File: src/rtl/module_1_clk_ctrl.sv
// Control stage ahead of the module_1 CRG: produces clk1_sel/clk1_en/clk3_en, sequences
// glitch-free clk1 source switches and holds all clocks gated until MMCM lock is stable.
module module_1_clk_ctrl #(
    parameter int GATE_CYC    = 4,
    parameter int SETTLE_CYC  = 8,
    parameter int LOCK_STABLE = 16,
    parameter int CNT_W       = 8
) (
    input  logic clk_ctrl,
    input  logic rst_clk_ctrl,
    input  logic mmcm_locked,
    input  logic clk1_run,
    input  logic clk3_run,
    input  logic sel_req_valid,
    input  logic sel_req_src,
    output logic sel_req_ready,
    output logic clk1_sel,
    output logic clk1_en,
    output logic clk3_en,
    output logic busy,
    output logic sel_done,
    output logic lock_lost
);

    localparam int CNT_MAX = (2 ** CNT_W) - 1;

    if (GATE_CYC < 1 || GATE_CYC > CNT_MAX) begin : g_bad_gate
        $error("GATE_CYC out of range for CNT_W");
    end
    if (SETTLE_CYC < 1 || SETTLE_CYC > CNT_MAX) begin : g_bad_settle
        $error("SETTLE_CYC out of range for CNT_W");
    end
    if (LOCK_STABLE < 1 || LOCK_STABLE > CNT_MAX) begin : g_bad_lock
        $error("LOCK_STABLE out of range for CNT_W");
    end

    localparam logic [CNT_W-1:0] GATE_LD   = CNT_W'(GATE_CYC - 1);
    localparam logic [CNT_W-1:0] SETTLE_LD = CNT_W'(SETTLE_CYC - 1);
    localparam logic [CNT_W-1:0] LOCK_LAST = CNT_W'(LOCK_STABLE - 1);

    typedef enum logic [2:0] {
        WAIT_LOCK = 3'd0,
        RUN       = 3'd1,
        GATE_OFF  = 3'd2,
        SWITCH    = 3'd3,
        SETTLE    = 3'd4
    } state_t;

    state_t           state;
    logic [1:0]       lock_sync;
    logic             locked_s;
    logic [CNT_W-1:0] cnt;
    logic             src_q;

    assign locked_s = lock_sync[1];

    always_ff @(posedge clk_ctrl) begin
        if (rst_clk_ctrl) begin
            state         <= WAIT_LOCK;
            lock_sync     <= '0;
            cnt           <= '0;
            src_q         <= 1'b0;
            sel_req_ready <= 1'b0;
            clk1_sel      <= 1'b0;
            clk1_en       <= 1'b0;
            clk3_en       <= 1'b0;
            busy          <= 1'b0;
            sel_done      <= 1'b0;
            lock_lost     <= 1'b0;
        end else begin
            lock_sync <= {lock_sync[0], mmcm_locked};
            sel_done  <= 1'b0;
            lock_lost <= 1'b0;

            // Lock loss beats any in-flight switch; clk1_sel is deliberately left alone.
            if (state != WAIT_LOCK && !locked_s) begin
                state         <= WAIT_LOCK;
                cnt           <= '0;
                sel_req_ready <= 1'b0;
                clk1_en       <= 1'b0;
                clk3_en       <= 1'b0;
                busy          <= 1'b0;
                lock_lost     <= 1'b1;
            end else begin
                case (state)
                    WAIT_LOCK: begin
                        clk1_en       <= 1'b0;
                        clk3_en       <= 1'b0;
                        sel_req_ready <= 1'b0;
                        busy          <= 1'b0;
                        if (!locked_s) begin
                            cnt <= '0;
                        end else if (cnt == LOCK_LAST) begin
                            cnt           <= '0;
                            state         <= RUN;
                            sel_req_ready <= 1'b1;
                        end else begin
                            cnt <= cnt + CNT_W'(1);
                        end
                    end

                    RUN: begin
                        clk3_en <= clk3_run;
                        if (sel_req_valid && sel_req_ready && sel_req_src != clk1_sel) begin
                            src_q         <= sel_req_src;
                            clk1_en       <= 1'b0;
                            cnt           <= GATE_LD;
                            sel_req_ready <= 1'b0;
                            busy          <= 1'b1;
                            state         <= GATE_OFF;
                        end else begin
                            clk1_en <= clk1_run;
                            // Request for the source already selected completes immediately.
                            if (sel_req_valid && sel_req_ready) begin
                                sel_done <= 1'b1;
                            end
                        end
                    end

                    GATE_OFF: begin
                        clk1_en <= 1'b0;
                        clk3_en <= clk3_run;
                        if (cnt == '0) begin
                            clk1_sel <= src_q;
                            state    <= SWITCH;
                        end else begin
                            cnt <= cnt - CNT_W'(1);
                        end
                    end

                    SWITCH: begin
                        clk1_en <= 1'b0;
                        clk3_en <= clk3_run;
                        cnt     <= SETTLE_LD;
                        state   <= SETTLE;
                    end

                    SETTLE: begin
                        clk3_en <= clk3_run;
                        if (cnt == '0) begin
                            clk1_en       <= clk1_run;
                            sel_done      <= 1'b1;
                            sel_req_ready <= 1'b1;
                            busy          <= 1'b0;
                            state         <= RUN;
                        end else begin
                            clk1_en <= 1'b0;
                            cnt     <= cnt - CNT_W'(1);
                        end
                    end

                    default: begin
                        state         <= WAIT_LOCK;
                        cnt           <= '0;
                        sel_req_ready <= 1'b0;
                        clk1_en       <= 1'b0;
                        clk3_en       <= 1'b0;
                        busy          <= 1'b0;
                    end
                endcase
            end
        end
    end

endmodule

File: config.mk
export PLATFORM = sky130hd
export DESIGN_NAME = module_1_clk_ctrl
export DESIGN_NICKNAME = d
export VERILOG_FILES = /design/src/rtl/module_1_clk_ctrl.sv
export SDC_FILE = /design/constraint.sdc
export NUM_CORES = 1
export LEC_CHECK = 0
export CAP_MARGIN = 10
export CORE_MARGIN = 4
export CORE_UTILIZATION = 45
export DETAILED_ROUTE_END_ITERATION = 6
export PLACE_DENSITY = 0.68
export SLEW_MARGIN = 20
export SYNTH_ARGS = -nofsm -noshare
export SYNTH_HDL_FRONTEND = slang
export SYNTH_SLANG_ARGS = --single-unit
File: constraint.sdc
create_clock -name clk_ctrl -period 1.7 [get_ports clk_ctrl]
set_input_delay 0.255 -clock clk_ctrl [delete_from_list [all_inputs] [get_ports clk_ctrl]]
set_output_delay 0.255 -clock clk_ctrl [all_outputs]
set_load 0.01 [all_outputs]
==> flow_metrics.env, run 1 <==
export IMPL_netlist_area_sq_um=1330
export IMPL_postSynthAreaPerCell_sq_um=8.14
export IMPL_hold_buffers=0
export IMPL_fillerInstances=190
export IMPL_htreeDepth=1
export IMPL_final_area_sq_um=2100
export IMPL_numCtsBuffers=3
export IMPL_synth_simple_area_share=0.256
export IMPL_setup_viol=8
export IMPL_hold_class="reg -> reg"
export IMPL_hold_start="lock_sync[0]"
export IMPL_dieWidth_um=62.3
export IMPL_crit_top_cell="buf_4"
export IMPL_worst_ir_drop_vdd_mv=0.493
export IMPL_cts_tree="yes"
export IMPL_whs_path_depth=1
export IMPL_path_max_fanout=4
export IMPL_place_detailed_hpwl_um=3190
export IMPL_wl_per_cell_um=17.1
export IMPL_syn_inst=163
export IMPL_busiest_layer="met2"
export IMPL_firstDrtPassIters=4
export IMPL_synth_mux_area_fraction=0.00754
export IMPL_clockBufferDepth=2
export IMPL_fmax_mhz=562
export IMPL_dpl_instance_area_sq_um=1890
export IMPL_synth_cell_types=45
export IMPL_ys_ff_latch=21
export IMPL_area_delta_synth_final_pct=58.3
export IMPL_grt_overflow=0
export IMPL_diodes=0
export IMPL_ys_warn_count=0
export IMPL_critPathKind="reg -> reg"
export IMPL_synth_main_ff_cell="dfxtp_1"
export IMPL_synth_top_family_by_area="compound AO/OA/AOI/OAI gates"
export IMPL_relSlewSlack=0.743
export IMPL_synth_fa_ha_area_frac=0.0368
export IMPL_crit_chain="nor4_4, buf_4, buf_4, a31oi_1, or4_4, a21oi_2"
export IMPL_grt_max_degree=12
export IMPL_clkTransAtPathRegs_ps=120
export IMPL_min_period_ps=1780
export IMPL_hold_violations=0
export IMPL_drv_slew=0
export IMPL_synth_compound_gate_area_share=0.287
export IMPL_cpPeakStageDelay_ps=420
export IMPL_track_usage=0.223
export IMPL_use_met2=0.383
export IMPL_r2r_end="sel_req_ready"
export IMPL_grtUsageMet3=0.0378
export IMPL_drt_initial_drc_count=72
export IMPL_die_y_um=62.3
export IMPL_period_share=1.05
export IMPL_place_gp_congestion=0.871
export IMPL_seq_area_sq_um=443
export IMPL_p_leak_nw=0.860
export IMPL_synth_seq_area_share=0.317
export IMPL_drive_above_1_share=0.439
export IMPL_path_depth=6
export IMPL_antenna_found_initial=0
export IMPL_port_buffers=13
export IMPL_crit_required_ps=1940
export IMPL_worstMarginPinSlew_ps=382
export IMPL_crit_slowest_cell="nor4_4"
export IMPL_fin_skew_ps=3.35
export IMPL_grt_pass1_vias=1565
export IMPL_layout_setup_ws_ps=-80.8
export IMPL_fin_total_pwr_mw=0.837
export IMPL_rr_worst_depth=6
export IMPL_status="finished with violations"
export IMPL_clk_latency_ps=300
export IMPL_crit_arrival_ps=2030
export IMPL_rsz0062_at_grt="true"
export IMPL_multi_input_area_sq_um=952
export IMPL_clock_sinks=21
export IMPL_ioPinCount=14
export IMPL_core_area_sq_um=2780
export IMPL_synth_xor_area_frac=0.0396
export IMPL_start_util=0.477
export IMPL_vias=1542
export IMPL_postSynth_asyncResetShare=0
export IMPL_worst_setup_path_end_kind="flip-flop"
export IMPL_rows=19
export IMPL_critPathTopFamily="simple AND/OR/NAND/NOR gates"
export IMPL_fin_nets=241
export IMPL_routed_via_density=5.91
export IMPL_wl_um=4470
export IMPL_maxCapViolCount=0
export IMPL_whs_endpoint="lock_sync[1]"
export IMPL_root_buffer="clkbuf_4"
export IMPL_grt_pass1_wl_um=7220
export IMPL_rr_startpoint="cnt[5]"
export IMPL_met1_usage=0.272
export IMPL_synth_edf_count=0
export IMPL_final_cell_mix="buf_4 (58), nand2_1 (13), dfxtp_1 (13), clkdlybuf4s50_1 (13), nor2_1 (12)"
export IMPL_crit_buf_inv=2
export IMPL_powerDensity_nw_per_um2=398
export IMPL_drc=0
export IMPL_syn_nets=173
export IMPL_dieArea_sq_um=3880
export IMPL_violations="setup timing"
export IMPL_r2r_slack_ps=-80
export IMPL_final_antenna_net_count=0
export IMPL_start_kind="flip-flop"
export IMPL_mostFrequentLayoutCell="buf_4"
## area by class of cell
cell class | count | area share
tap | 31 | 0.0185
sequential | 21 | 0.211
timing repair buffer | 74 | 0.289
inverter | 7 | 0.0161
multi-input combinational | 124 | 0.453
clock buffer | 4 | 0.0125
## per-stage QoR
| stage | hold WS (ps) | TNS, ps | util | instances | setup WS, ps |
|---|---|---|---|---|---|
| 6_report | 464 | -440 | 0.756 | 261 | -80.8 |
| 5_1_grt | 466 | -1020 | 0.756 | 261 | -130 |
| 4_1_cts | 475 | -293 | 0.727 | 258 | -64.8 |
| 3_5_place_dp | 445 | -1760 | 0.678 | 248 | -278 |
| 3_3_place_gp | 432 | -833 | 0.678 | 248 | -152 |
| 2_1_floorplan | 369 | -221 | - | 163 | -59.6 |
## state kept, by name, summed over array words and instances (netlist names)
register       flops
state              3
clk1_en            1
cnt                8
sel_req_ready      1
src_q              1
lock_lost          1
clk1_sel           1
busy               1
lock_sync          2
clk3_en            1
sel_done           1
## cell families (layout without fill, tap and decap cells)
| logic type | after synthesis | after routing |
|---|---|---|
| AOI/OAI and AO/OA | 52 | 52 |
| xor gates and xnor gates | 6 | 6 |
| adders and majority gates | 4 | 4 |
| buffers and inverters | 18 | 85 |
| DFF | 21 | 21 |
| muxes | 1 | 1 |
| and+or+nand+nor | 61 | 61 |
## metal layers
layer	share of wire	wire length (um)
met1	0.43	1920
met2	0.50	2250
met3	0.042	189
met4	0.025	110
met5	0	0
## how the worst max path moves through the flow
stage | start | end
2_1_floorplan | state[1] | cnt[5]
6_report | cnt[5] | sel_req_ready
4_1_cts | cnt[0] | cnt[7]
3_5_place_dp | sel_req_src | cnt[3]
5_1_grt | cnt[0] | cnt[7]
3_3_place_gp | sel_req_src | cnt[5]
## worst reg2reg max path: cells and delay by family, from the launching register on
| kind | cells | cell delay [ps] |
|---|---|---|
| buffers and inverters | 2 | 300 |
| flip-flops | 1 | 360 |
| AND/OR/NAND/NOR | 2 | 840 |
| AO/OA/AOI/OAI | 2 | 230 |
## Yosys cell counts (2+ instances only)
cell / count / area share
a211oi_1: 2 / 0.011
a21oi_1: 13 / 0.049
a22o_1: 8 / 0.053
a31o_1: 3 / 0.020
a31oi_1: 2 / 0.0094
and3_1: 2 / 0.0094
buf_2: 5 / 0.019
clkbuf_1: 5 / 0.014
dfxtp_1: 21 / 0.32
ha_1: 3 / 0.028
inv_1: 7 / 0.020
nand2_1: 13 / 0.037
nand3_1: 4 / 0.015
nand4_1: 3 / 0.014
nor2_1: 13 / 0.037
nor2b_1: 4 / 0.019
nor3_1: 4 / 0.015
nor3b_1: 3 / 0.017
nor4_1: 2 / 0.0094
o21a_1: 2 / 0.011
o21ai_0: 8 / 0.030
o221ai_1: 2 / 0.013
o22ai_1: 3 / 0.014
o32ai_1: 3 / 0.020
or2_2: 2 / 0.0094
or4_1: 3 / 0.017
xnor2_1: 4 / 0.026
xor2_1: 2 / 0.013
## what timing repair did
item / in CTS / in global routing
endpoints found under the setup margin: 9 / 11
gates cloned: 0 / 0
setup buffers: 6 / 3
endpoints found under the hold margin: 0 / 0
pin swaps: 10 / 13
resized for setup: 22 / 14
## where the power goes
| group | switching [mW] | total, mW | internal [mW] | leakage, nW |
|---|---|---|---|---|
| Clock | 0.155 | 0.247 | 0.0915 | 0.0150 |
| Sequential | 0.00305 | 0.491 | 0.488 | 0.175 |
| Combinational | 0.0425 | 0.0994 | 0.0570 | 0.670 |
Note: power is estimated with default switching activity, not from simulation.
==> run 2, diff against run 1 <==
CTS_CLUSTER_DIAMETER = 150   (was unset)
==> results of run 2 <==
The final DEF is identical to that of run 1; final timing and power are the same.
